==> src/rtl/mem_arb_pkg.sv <==
// rtl/mem_arb_pkg.sv - shared types and lane helpers for the word-to-byte memory arbiter
package mem_arb_pkg;

  typedef enum logic [1:0] {
    ST_IDLE = 2'd0,
    ST_WR   = 2'd1,
    ST_RD   = 2'd2,
    ST_RSP  = 2'd3
  } state_t;

  localparam int LANES = 4;

  localparam logic [1:0] LANE0 = 2'd0;
  localparam logic [1:0] LANE1 = 2'd1;
  localparam logic [1:0] LANE2 = 2'd2;
  localparam logic [1:0] LANE3 = 2'd3;

  // Lanes are written in ascending order, so the next lane is the lowest remaining enable.
  function automatic logic [1:0] lowest_lane(input logic [LANES-1:0] mask);
    if (mask[0])      return LANE0;
    else if (mask[1]) return LANE1;
    else if (mask[2]) return LANE2;
    else if (mask[3]) return LANE3;
    else              return LANE0;
  endfunction

endpackage

==> src/rtl/mem_word_arb_if.sv <==
// rtl/mem_word_arb_if.sv - requester A/B word ports and byte-memory port of mem_word_arb
interface mem_word_arb_if #(
  parameter int ADDR_W = 8
) ();
  logic              a_req;
  logic              a_we;
  logic [ADDR_W-3:0] a_waddr;
  logic [31:0]       a_wdata;
  logic [3:0]        a_be;
  logic              a_ack;
  logic [31:0]       a_rdata;

  logic              b_req;
  logic              b_we;
  logic [ADDR_W-3:0] b_waddr;
  logic [31:0]       b_wdata;
  logic [3:0]        b_be;
  logic              b_ack;
  logic [31:0]       b_rdata;

  logic [ADDR_W-1:0] mem_addr;
  logic [7:0]        mem_wd;
  logic              mem_we;
  logic              mem_re;
  logic [31:0]       mem_rd;

  // Controller view
  modport slave (
    input  a_req, a_we, a_waddr, a_wdata, a_be,
    output a_ack, a_rdata,
    input  b_req, b_we, b_waddr, b_wdata, b_be,
    output b_ack, b_rdata,
    output mem_addr, mem_wd, mem_we, mem_re,
    input  mem_rd
  );

  // Requester and memory view
  modport master (
    output a_req, a_we, a_waddr, a_wdata, a_be,
    input  a_ack, a_rdata,
    output b_req, b_we, b_waddr, b_wdata, b_be,
    input  b_ack, b_rdata,
    input  mem_addr, mem_wd, mem_we, mem_re,
    output mem_rd
  );
endinterface

==> src/rtl/mem_arb_rr2.sv <==
// rtl/mem_arb_rr2.sv - two-way arbiter, round-robin or fixed priority (bit 0 = A wins)
module mem_arb_rr2 (
  input  logic       clk,
  input  logic       rst_n,
  input  logic [1:0] i_req,
  input  logic       i_rr,
  input  logic       i_adv,
  output logic [1:0] o_gnt
);

  logic r_last_b;

  always_comb begin
    o_gnt = 2'b00;
    if (i_req == 2'b11) begin
      o_gnt = (i_rr && !r_last_b) ? 2'b10 : 2'b01;
    end else begin
      o_gnt = i_req;
    end
  end

  // Pointer starts at B so that A wins the first tie after reset.
  always_ff @(posedge clk or negedge rst_n) begin
    if (!rst_n) begin
      r_last_b <= 1'b1;
    end else if (i_adv && (|o_gnt)) begin
      r_last_b <= o_gnt[1];
    end
  end

endmodule

==> src/rtl/mem_word_arb.sv <==
// rtl/mem_word_arb.sv - arbitrates two word requesters onto a byte-write / word-read memory
module mem_word_arb
  import mem_arb_pkg::*;
#(
  parameter int ADDR_W = 8,
  parameter int RR     = 1
) (
  input  logic           clk,
  input  logic           rst_n,
  mem_word_arb_if.slave  bus
);

  state_t            r_state;
  state_t            w_next;
  logic              r_gnt_b;
  logic              r_we;
  logic [ADDR_W-3:0] r_waddr;
  logic [31:0]       r_wdata;
  logic [LANES-1:0]  r_be;

  logic [1:0]        w_req;
  logic [1:0]        w_gnt;
  logic              w_adv;
  logic              w_rr;
  logic              w_sel_b;
  logic              w_sel_we;
  logic [LANES-1:0]  w_sel_be;
  logic [1:0]        w_lane;
  logic [LANES-1:0]  w_be_left;

  assign w_req  = {bus.b_req, bus.a_req};
  assign w_adv  = (r_state == ST_IDLE) && (|w_req);
  assign w_rr   = (RR != 0);

  mem_arb_rr2 u_arb (
    .clk   (clk),
    .rst_n (rst_n),
    .i_req (w_req),
    .i_rr  (w_rr),
    .i_adv (w_adv),
    .o_gnt (w_gnt)
  );

  assign w_sel_b   = w_gnt[1];
  assign w_sel_we  = w_sel_b ? bus.b_we : bus.a_we;
  assign w_sel_be  = w_sel_b ? bus.b_be : bus.a_be;
  assign w_lane    = lowest_lane(r_be);
  assign w_be_left = r_be & ~(4'b0001 << w_lane);

  always_ff @(posedge clk or negedge rst_n) begin
    if (!rst_n) begin
      r_state <= ST_IDLE;
    end else begin
      r_state <= w_next;
    end
  end

  // Request fields are captured only at grant; requester inputs are ignored afterwards.
  always_ff @(posedge clk or negedge rst_n) begin
    if (!rst_n) begin
      r_gnt_b <= 1'b0;
      r_we    <= 1'b0;
      r_waddr <= '0;
      r_wdata <= '0;
      r_be    <= '0;
    end else if (w_adv) begin
      r_gnt_b <= w_sel_b;
      r_we    <= w_sel_we;
      r_waddr <= w_sel_b ? bus.b_waddr : bus.a_waddr;
      r_wdata <= w_sel_b ? bus.b_wdata : bus.a_wdata;
      r_be    <= w_sel_be;
    end else if (r_state == ST_WR) begin
      r_be    <= w_be_left;
    end
  end

  always_comb begin
    w_next       = r_state;
    bus.mem_we   = 1'b0;
    bus.mem_re   = 1'b0;
    bus.mem_addr = '0;
    bus.mem_wd   = 8'h00;
    bus.a_ack    = 1'b0;
    bus.b_ack    = 1'b0;
    bus.a_rdata  = 32'h0;
    bus.b_rdata  = 32'h0;
    case (r_state)
      ST_IDLE: begin
        if (w_adv) begin
          if (!w_sel_we)            w_next = ST_RD;
          else if (w_sel_be == '0)  w_next = ST_RSP;
          else                      w_next = ST_WR;
        end
      end
      ST_WR: begin
        bus.mem_we   = 1'b1;
        bus.mem_addr = {r_waddr, w_lane};
        bus.mem_wd   = r_wdata[8*w_lane +: 8];
        if (w_be_left == '0) w_next = ST_RSP;
      end
      ST_RD: begin
        bus.mem_re   = 1'b1;
        bus.mem_addr = {r_waddr, 2'b00};
        w_next       = ST_RSP;
      end
      ST_RSP: begin
        if (r_gnt_b) begin
          bus.b_ack   = 1'b1;
          bus.b_rdata = r_we ? 32'h0 : bus.mem_rd;
        end else begin
          bus.a_ack   = 1'b1;
          bus.a_rdata = r_we ? 32'h0 : bus.mem_rd;
        end
        w_next = ST_IDLE;
      end
      default: w_next = ST_IDLE;
    endcase
  end

endmodule

==> src/flat_wrapper.sv <==
// flat-port wrapper written by rule: the top's interface ports become plain ports
module mem_word_arb_flat import mem_arb_pkg::*;
#(
  parameter int ADDR_W = 8,
  parameter int RR     = 1
)
  (clk, rst_n, bus_a_req, bus_a_we, bus_a_waddr, bus_a_wdata, bus_a_be, bus_a_ack, bus_a_rdata, bus_b_req, bus_b_we, bus_b_waddr, bus_b_wdata, bus_b_be, bus_b_ack, bus_b_rdata, bus_mem_addr, bus_mem_wd, bus_mem_we, bus_mem_re, bus_mem_rd);
  mem_word_arb_if #(.ADDR_W(ADDR_W)) bus_i ();
  input  logic clk;
  input  logic rst_n;
  input wire logic [$bits(bus_i.a_req)-1:0] bus_a_req;
  input wire logic [$bits(bus_i.a_we)-1:0] bus_a_we;
  input wire logic [$bits(bus_i.a_waddr)-1:0] bus_a_waddr;
  input wire logic [$bits(bus_i.a_wdata)-1:0] bus_a_wdata;
  input wire logic [$bits(bus_i.a_be)-1:0] bus_a_be;
  output wire logic [$bits(bus_i.a_ack)-1:0] bus_a_ack;
  output wire logic [$bits(bus_i.a_rdata)-1:0] bus_a_rdata;
  input wire logic [$bits(bus_i.b_req)-1:0] bus_b_req;
  input wire logic [$bits(bus_i.b_we)-1:0] bus_b_we;
  input wire logic [$bits(bus_i.b_waddr)-1:0] bus_b_waddr;
  input wire logic [$bits(bus_i.b_wdata)-1:0] bus_b_wdata;
  input wire logic [$bits(bus_i.b_be)-1:0] bus_b_be;
  output wire logic [$bits(bus_i.b_ack)-1:0] bus_b_ack;
  output wire logic [$bits(bus_i.b_rdata)-1:0] bus_b_rdata;
  output wire logic [$bits(bus_i.mem_addr)-1:0] bus_mem_addr;
  output wire logic [$bits(bus_i.mem_wd)-1:0] bus_mem_wd;
  output wire logic [$bits(bus_i.mem_we)-1:0] bus_mem_we;
  output wire logic [$bits(bus_i.mem_re)-1:0] bus_mem_re;
  input wire logic [$bits(bus_i.mem_rd)-1:0] bus_mem_rd;
  assign bus_i.a_req = bus_a_req;
  assign bus_i.a_we = bus_a_we;
  assign bus_i.a_waddr = bus_a_waddr;
  assign bus_i.a_wdata = bus_a_wdata;
  assign bus_i.a_be = bus_a_be;
  assign bus_a_ack = bus_i.a_ack;
  assign bus_a_rdata = bus_i.a_rdata;
  assign bus_i.b_req = bus_b_req;
  assign bus_i.b_we = bus_b_we;
  assign bus_i.b_waddr = bus_b_waddr;
  assign bus_i.b_wdata = bus_b_wdata;
  assign bus_i.b_be = bus_b_be;
  assign bus_b_ack = bus_i.b_ack;
  assign bus_b_rdata = bus_i.b_rdata;
  assign bus_mem_addr = bus_i.mem_addr;
  assign bus_mem_wd = bus_i.mem_wd;
  assign bus_mem_we = bus_i.mem_we;
  assign bus_mem_re = bus_i.mem_re;
  assign bus_i.mem_rd = bus_mem_rd;
  mem_word_arb #(.ADDR_W(ADDR_W), .RR(RR)) u_core (.clk(clk), .rst_n(rst_n), .bus(bus_i));
endmodule
==> config.mk <==
export PLATFORM = sky130hd
export DESIGN_NAME = mem_word_arb_flat
export DESIGN_NICKNAME = d
export VERILOG_FILES = /design/src/rtl/mem_arb_pkg.sv /design/src/rtl/mem_word_arb_if.sv /design/src/rtl/mem_arb_rr2.sv /design/src/rtl/mem_word_arb.sv /design/src/flat_wrapper.sv
export SDC_FILE = /design/constraint.sdc
export NUM_CORES = 1
export LEC_CHECK = 0
export ABC_AREA = 1
export CORE_UTILIZATION = 39
export CTS_CLUSTER_SIZE = 20
export DETAILED_ROUTE_END_ITERATION = 7
export PLACE_DENSITY = 0.87
export SLEW_MARGIN = 20
export SYNTH_ARGS = -nofsm -noshare
export SYNTH_HDL_FRONTEND = slang
export SYNTH_SLANG_ARGS = --single-unit
==> constraint.sdc <==
create_clock -name clk -period 3.8 [get_ports clk]
set_input_delay 0.38 -clock clk [delete_from_list [all_inputs] [get_ports clk]]
set_output_delay 0.38 -clock clk [all_outputs]
set_load 0.01 [all_outputs]
==> results of run 1 <==
-- synthesized netlist by cell type, drive strengths merged --
cell type,instances
dfstp,1
nor2,120
ha,5
buf,13
o21ai,52
o31ai,1
dfrtp,46
o22ai,46
nand3,10
a21oi,9
nand2,87
clkbuf,14
inv,63
-- metal layers --
layer  track usage  wire length, µm  vias to the layer above  part of all wire
met2         0.441             5280                      156              0.50
met1         0.317             4370                     1725              0.41
met3        0.0429              607                       32             0.057
met5             0                0                        -                 0
met4         0.102              337                        0             0.032
li1              -                -                     1862                 -
-- cell type report --
type	instances	area (µm²)
fillers	607	2180
repair buffers	207	2060
multi-input cells	330	1530
flip-flops and latches	47	1180
inverters	63	236
well taps	99	124
clock buffers	6	72.6
clock inverters	1	30.0
-- metrics by stage --
stage | worst slack (ps) | hold WS [ps] | power (mW)
final | 995 | 70.2 | 3.18
after global routing | 912 | 116 | 3.44
after CTS | 960 | 282 | 3.17
after detailed placement | 1300 | 480 | 2.81
after global placement | 1360 | 465 | 2.75
after floorplan | 2170 | 84.4 | 2.06
-- logic make-up (layout without fill, tap and decap cells) --
logic type / after synthesis / in the layout / share of synthesized area
and+or+nand+nor: 217 / 217 / 0.275
buffers and inverters: 90 / 277 / 0.120
DFF: 47 / 47 / 0.384
adders and majority gates: 5 / 5 / 0.0204
AOI/OAI and AO/OA: 108 / 108 / 0.201
-- sequential cells by signal, indices dropped and copies added (netlist names) --
| name | flops |
|---|---|
| u_core.r_wdata | 32 |
| u_core.r_gnt_b | 1 |
| u_core.r_state | 2 |
| u_core.u_arb.r_last_b | 1 |
| u_core.r_waddr | 6 |
| u_core.r_be | 4 |
| u_core.r_we | 1 |
-- critical path: stages, from the launching register on --
cell             delay, ps
dfrtp_1                410
inv_1                  100
ha_1                   270
o21ai_0                740
nor2_1                 100
clkdlybuf4s50_1        510
-- worst min-delay path by stage --
stage / endpoint / cells past startpoint
6_report: u_core.r_wdata[9] / 1
5_1_grt: u_core.r_wdata[10] / 1
4_1_cts: u_core.r_wdata[9] / 1
3_5_place_dp: u_core.u_arb.r_last_b / 2
3_3_place_gp: u_core.u_arb.r_last_b / 2
2_1_floorplan: u_core.r_be[0] / 0
-- power by group --
part | leakage [nW] | internal [mW] | switching [mW]
Sequential | 0.570 | 0.756 | 0.0972
Clock | 0.0513 | 0.193 | 0.164
Combinational | 1.64 | 0.835 | 1.14
Total | 2.26 | 1.78 | 1.40
-- placed cells by master, fill, tap and decap left out --
cell type | synthesis | routed
clkdlybuf4s50_1 | 0 | 204
nor2_1 | 118 | 118
nand2_1 | 85 | 83
inv_1 | 60 | 60
o21ai_0 | 48 | 48
o22ai_1 | 46 | 46
dfrtp_1 | 46 | 46
nand3_1 | 10 | 10
a21oi_1 | 9 | 9
ha_1 | 5 | 5
clkbuf_8 | 0 | 5
inv_2 | 3 | 3
nand2_2 | 1 | 3
buf_4 | 1 | 3
nor2_2 | 2 | 2
o21ai_1 | 2 | 2
o21ai_4 | 1 | 1
o21ai_2 | 1 | 1
nand2_4 | 1 | 1
o31ai_1 | 1 | 1
clkbuf_1 | 14 | 1
bufinv_16 | 0 | 1
dfstp_2 | 1 | 1
==> metrics, run 1 <==
Die Area 8220 µm²; synth top area cells dfrtp_1 38%, nor2_1 14%, nand2_1 10%, o22ai_1 9.4%, o21ai_0 7.8%; Seq/Total Area, Yosys 0.384; Mean Syn Cell Area 6.56 µm²; setup_tns 0 ps; initial DRC count 254; RSZ-0062 raised after global routing false; Reg2Reg Depth 6; count of final hold-check violations 0; reg-to-reg critical path endpoint u_core.r_wdata[20]; # port buffers 205; Setup crit start kind register; f_max 0.356 GHz; ant diodes 0; Slew Viols, Final 0; Via-to-Cell Ratio 5.01; top-level port count 206; top-area cell type share of the netlist area 0.376; crit path to bus_mem_addr[5]; Nets 781; min Tclk post-route 2810 ps; H-tree depth 2; FF-to-FF Start u_core.r_state[0]; post-cts sizing count 0; Die W 90.6 µm; Slew headroom 0.287; Final ANT Viol Nets 0; Synth cell types 23; clock buffer depth 2; Tcrit/Tclk final 0.738; Area Growth Syn to Fin 70.7%; crit-path max FO 6; synth warn 0; vias in the first global route 3695; placed insts 746; Leak 2.26 nW; initial antenna violation count 0; critical path arrival 2430 ps; final setup vio count 0; overall routing resource usage 0.256; Syn Inst Count 467; Die H 90.6 µm; syn_nets 594; Worst Hold Class input port to async pin; TritonCTS clock tree done; Final Non-Filler Cells 753; postcts setup bufs 0; skew final 4.70 ps; Max-Cap Viols 0; clk root buf clkbuf_8; Worst Setup SP u_core.r_state[1]; clock slew at reported path FFs 80 ps; first-pass GRT wire length 17.3 mm; starting density of the core 0.414; reg2reg setup slack 1530 ps; clock sinks 47; final wirelength 10.6 mm; worst setup path class register to output port; hold-fix buffers at CTS 0; final non-filler cell area 5230 µm²; post-placement cell area 5120 µm²; status completed; Power Dens Cells 608 nW/µm²; Core Util, Final 0.706; First-pass DRT Iterations 5; Yosys top cell by area dfrtp_1; Skew-Pair Late Insertion Delay 300 ps; detailed placement HPWL 8.10 mm; Rows 31; DRC violations left 0; Critical Path RT 3420 ps; Via Count 3775; Crit. End Element output port; Num CTS Buffers 5; Peak supply drop 0.000345 V; RePlAce Congestion 0.839; Core ar. 7410 µm²; GRT overflow 0; layout cells sized above 1 0.0321; Netlist Area Pre-Place 3060 µm²; Avg WL per Cell 14.1 µm; largest net degree at the start of global routing 80; Tightest Pin Transition 1070 ps; Yosys reg bits 47
(Power assumes the default switching activity.)
==> run 2, diff against run 1 <==
--- a/config.mk
+++ b/config.mk
@@ -6,10 +6,10 @@
 export NUM_CORES = 1
 export LEC_CHECK = 0
 export ABC_AREA = 1
-export CORE_UTILIZATION = 39
+export CORE_UTILIZATION = 36
 export CTS_CLUSTER_SIZE = 20
 export DETAILED_ROUTE_END_ITERATION = 7
-export PLACE_DENSITY = 0.87
+export PLACE_DENSITY = 0.81
 export SLEW_MARGIN = 20
 export SYNTH_ARGS = -nofsm -noshare
 export SYNTH_HDL_FRONTEND = slang
==> constraint.sdc (replaced) <==
create_clock -name clk -period 2.95 [get_ports clk]
set_input_delay 0.295 -clock clk [delete_from_list [all_inputs] [get_ports clk]]
set_output_delay 0.295 -clock clk [all_outputs]
set_load 0.01 [all_outputs]
==> run 2 against run 1 <==
The run now ends with hold timing left. Sequential share of layout area shrank 0.086 points. Power increased by 27%. Critical endpoint is now bus_mem_addr[2]. Sequential power increased by 28%. Final cell count is 1.3% higher. Worst hold slack worse by 78 ps. First-iteration DRC count down 25%. Non-clock buffer count increased by 3.
==> metrics, run 2 (synthesis results as in run 1) <==
initial antenna violation count 0; vias in the first global route 3549; max reg flops 32; FF-to-FF Start u_core.r_state[0]; starting density of the core 0.373; post-cts sizing count 0; Die H 94.3 µm; clock sinks 47; First-pass DRT Iterations 4; initial DRC count 191; Via Count 3761; hold-fix buffers at CTS 0; worst hold margin -8.21 ps; RePlAce Congestion 0.812; Crit. End Element output port; TritonCTS clock tree done; CP top delay family compound AO/OA/AOI/OAI gates; Reg2Reg Depth 7; count of final hold-check violations 5; setup_tns 0 ps; largest reg by FF count u_core.r_wdata; Final ANT Viol Nets 0; reg-to-reg critical path endpoint u_core.r_wdata[6]; GRT overflow 0; most common cell after layout, fill and taps aside clkdlybuf4s50_1; critical path arrival 2300 ps; clock buffer depth 2; Avg WL per Cell 14.0 µm; Worst Hold Class input port to async pin; layout cells sized above 1 0.0350; Fill cells 720; skew final 5.89 ps; Max-Cap Viols 0; Power Dens Cells 772 nW/µm²; postcts setup bufs 0; Die Area 8880 µm²; crit-path max FO 6; most frequent cells in the layout 204 x clkdlybuf4s50_1, 118 x nor2_1, 85 x nand2_1; first-pass GRT wire length 16.6 mm; Critical Path RT 2650 ps; crit-path cells inv_1, ha_1, o21ai_0, nor2_1, clkdlybuf4s50_1; failing checks hold timing; worst setup path class register to output port; DRC violations left 0; Setup crit start kind register; Rows 33; Multi-input gate area 1520 µm²; reg2reg setup slack 970 ps; clock slew at reported path FFs 90 ps; buffers and inverters on the worst path 2; Slew Viols, Final 0; H-tree depth 2; largest net degree at the start of global routing 49; overall routing resource usage 0.240; Die W 94.3 µm; Critical-path top delay cell o21ai_0; Skew-Pair Late Insertion Delay 300 ps; Tcrit/Tclk final 0.880; Register Area 1180 µm²; Leak 2.27 nW; RSZ-0062 raised after global routing false; ant diodes 0; Crit path largest cell delay 640 ps; Tightest Pin Transition 770 ps; Nets 784; biggest regs u_core.r_wdata (32), u_core.r_waddr (6), u_core.r_be (4); detailed placement HPWL 8.28 mm; f_max 0.385 GHz; final setup vio count 0; Num CTS Buffers 5; status finished, violations left; Slew headroom 0.481; Peak supply drop 0.000354 V; # port buffers 205; min Tclk post-route 2600 ps; top-level port count 206; Area Growth Syn to Fin 71.3%; clk root buf clkbuf_8; final wirelength 10.7 mm; Via-to-Cell Ratio 4.93; Core ar. 8220 µm²
==> run 2: cell type report <==
type,instances,area share
Multi-Input combinational cell,330,0.290
Clock buffer,6,0.0138
Clock inverter,2,0.00238
Timing Repair Buffer,210,0.400
Tap cell,105,0.0250
Sequential cell,47,0.224
Inverter,63,0.0450
==> run 2: worst max-delay path by stage <==
| stage | from | endpoint | slack (ps) | cells past startpoint |
|---|---|---|---|---|
| final | u_core.r_state[1] | bus_mem_addr[2] | 350 | 5 |
| after CTS | u_core.r_state[1] | bus_mem_addr[7] | 290 | 5 |
| after floorplan | u_core.r_state[1] | bus_mem_addr[2] | 1400 | 4 |
| after global routing | u_core.r_state[1] | bus_mem_addr[4] | 120 | 5 |
| after global placement | u_core.r_state[1] | bus_mem_addr[7] | 670 | 5 |
| after detailed placement | u_core.r_state[1] | bus_mem_addr[7] | 660 | 5 |
==> run 2: through the flow <==
stage	instances	total power, mW	setup slack, ps	utilization	instance area [µm²]
after CTS	763	4.07	292	0.639	5250
after global routing	763	4.41	115	0.639	5250
after detailed placement	755	3.67	659	0.628	5160
after floorplan	467	2.65	1400	-	3060
after global placement	755	3.59	669	0.628	5160
final	763	4.05	354	0.639	5250
==> run 2: report_power, final <==
group          internal (mW)  switching, mW
logic                   1.10           1.48
clock network          0.166          0.218
registers              0.973          0.119
==> run 2: metal layers <==
| metal | part of all wire | track usage | vias to the layer above |
|---|---|---|---|
| met5 | 0 | 0 | - |
| met4 | 0.019 | 0.0821 | 0 |
| li1 | - | - | 1869 |
| met3 | 0.072 | 0.0526 | 19 |
| met2 | 0.52 | 0.438 | 148 |
| met1 | 0.39 | 0.272 | 1725 |
==> run 2: worst reg2reg max path, delay by kind of cell (launching register included) <==
family | cells | cell delay, ps
AOI/OAI and AO/OA | 3 | 390
buffers and inverters | 3 | 850
adders and majority gates | 1 | 250
DFF | 1 | 430
==> run 3, diff against run 2 <==
--- a/config.mk
+++ b/config.mk
@@ -6,6 +6,7 @@
 export NUM_CORES = 1
 export LEC_CHECK = 0
 export ABC_AREA = 1
+export CORE_MARGIN = 2
 export CORE_UTILIZATION = 36
 export CTS_CLUSTER_SIZE = 20
 export DETAILED_ROUTE_END_ITERATION = 7
==> run 3 against run 2 <==
The flow still finishes with violations (hold timing). Global-route usage is 0.78 points lower. Worst hold slack worse by 22 ps. Power is 1.7% higher. First-iteration DRC count is 26% higher. Die area is 4.3% higher.
==> metrics, run 3 (synthesis results as in run 1) <==
status finished, violations left; failing checks hold timing; Slew Viols, Final 0; min Tclk post-route 2640 ps; largest net degree at the start of global routing 48; first-pass GRT wire length 16.6 mm; post-cts sizing count 0; Avg WL per Cell 14.5 µm; Crit path largest cell delay 680 ps; max reg flops 32; Power Dens Cells 780 nW/µm²; Die H 96.3 µm; crit-path cells inv_1, ha_1, o21ai_0, nor2_1, clkdlybuf4s50_1; Area Growth Syn to Fin 72.4%; layout cells sized above 1 0.0394; Worst Setup SP u_core.r_state[1]; clock sinks 47; count of final hold-check violations 33; biggest regs u_core.r_wdata (32), u_core.r_waddr (6), u_core.r_be (4); initial DRC count 240; Register Area 1180 µm²; Tightest Pin Transition 837 ps; top-level port count 206; Placement Setup Slack 596 ps; Setup crit start kind register; Nets 786; clock slew at reported path FFs 90 ps; DRC violations left 0; fin worst setup slack 313 ps; Worst Hold Class input port to async pin; worst setup path class register to output port; Critical Path RT 2650 ps; Skew-Pair Late Insertion Delay 310 ps; Rows 33; Slew headroom 0.436; Peak supply drop 0.000406 V; final setup vio count 0; Final ANT Viol Nets 0; Core ar. 8220 µm²; postcts setup bufs 0; setup_tns 0 ps; Leak 2.29 nW; RSZ-0062 raised after global routing false; Crit. End Element output port; Tcrit/Tclk final 0.894; crit-path max FO 6; RePlAce Congestion 0.891; critical path arrival 2340 ps; clk root buf clkbuf_8; H-tree depth 2; Critical-path top delay cell o21ai_0; Fill cells 748; hold-fix buffers at CTS 0; worst hold margin -29.8 ps; Via-to-Cell Ratio 4.93; initial antenna violation count 0; Die Area 9270 µm²; ant diodes 0; f_max 0.379 GHz; # port buffers 205; First-pass DRT Iterations 5; Reg2Reg Depth 7; largest reg by FF count u_core.r_wdata; Via Count 3768; FF-to-FF Start u_core.r_state[0]; clock buffer depth 2; overall routing resource usage 0.232; detailed placement HPWL 8.76 mm; Num CTS Buffers 5; GRT overflow 0; TritonCTS clock tree done; starting density of the core 0.373; vias in the first global route 3535; most common cell after layout, fill and taps aside clkdlybuf4s50_1; Multi-input gate area 1520 µm²; most frequent cells in the layout 204 x clkdlybuf4s50_1, 118 x nor2_1, 85 x nand2_1; skew final 7.19 ps; final wirelength 11.1 mm; Die W 96.3 µm; Max-Cap Viols 0
==> run 3: cell count changes in the layout (fill, tap and decap cells not counted), sizes merged <==
cell and delta:
buf +2, clkbuf +1, clkinv -1
==> run 3: cell type report <==
class                   instances  area share
clock buffers                   7      0.0182
repair buffers                212       0.400
inverters                      63      0.0448
well taps                     105      0.0249
multi-input cells             330       0.288
flip-flops and latches         47       0.223
clock inverters                 1     0.00142
==> run 3: critical path: cells and delay by family (launching register included) <==
kind	cells	cell delay, ps
AO/OA/AOI/OAI	1	680
adder cells (fa/ha/maj)	1	250
buffers and inverters	2	600
flip-flops	1	390
AND/OR/NAND/NOR	1	100
==> run 3: through the flow <==
step	power (mW)	instance area, µm²	std cells	util
2_1_floorplan	2.65	3060	467	-
3_3_place_gp	3.61	5180	757	0.630
3_5_place_dp	3.69	5180	757	0.630
4_1_cts	4.14	5280	765	0.643
5_1_grt	4.48	5280	765	0.643
6_report	4.12	5280	765	0.643
==> run 3: per-layer routing <==
layer / routed length (µm) / share of wire / track usage / vias up
met2: 5750 / 0.52 / 0.442 / 162
met3: 896 / 0.081 / 0.0454 / 19
met4: 253 / 0.023 / 0.0738 / 0
met5: 0 / 0 / 0 / -
met1: 4150 / 0.38 / 0.256 / 1713
li1: - / - / - / 1874
==> run 3: worst paths after layout <==
| kind | end | slack (ps) |
|---|---|---|
| setup / recovery | bus_mem_addr[5] | 310 |
| setup reg to reg | u_core.r_wdata[18] | 1040 |
| min in group clk | u_core.u_arb.r_last_b | 470 |
| hold reg to reg | u_core.u_arb.r_last_b | 470 |
| hold / removal | u_core.r_wdata[11] | -30 |
| max in group asynchronous | u_core.r_gnt_b | 2570 |
==> run 3: power by group <==
| part | switching (mW) | internal (mW) |
|---|---|---|
| logic | 1.48 | 1.11 |
| clock network | 0.228 | 0.214 |
| registers | 0.122 | 0.973 |
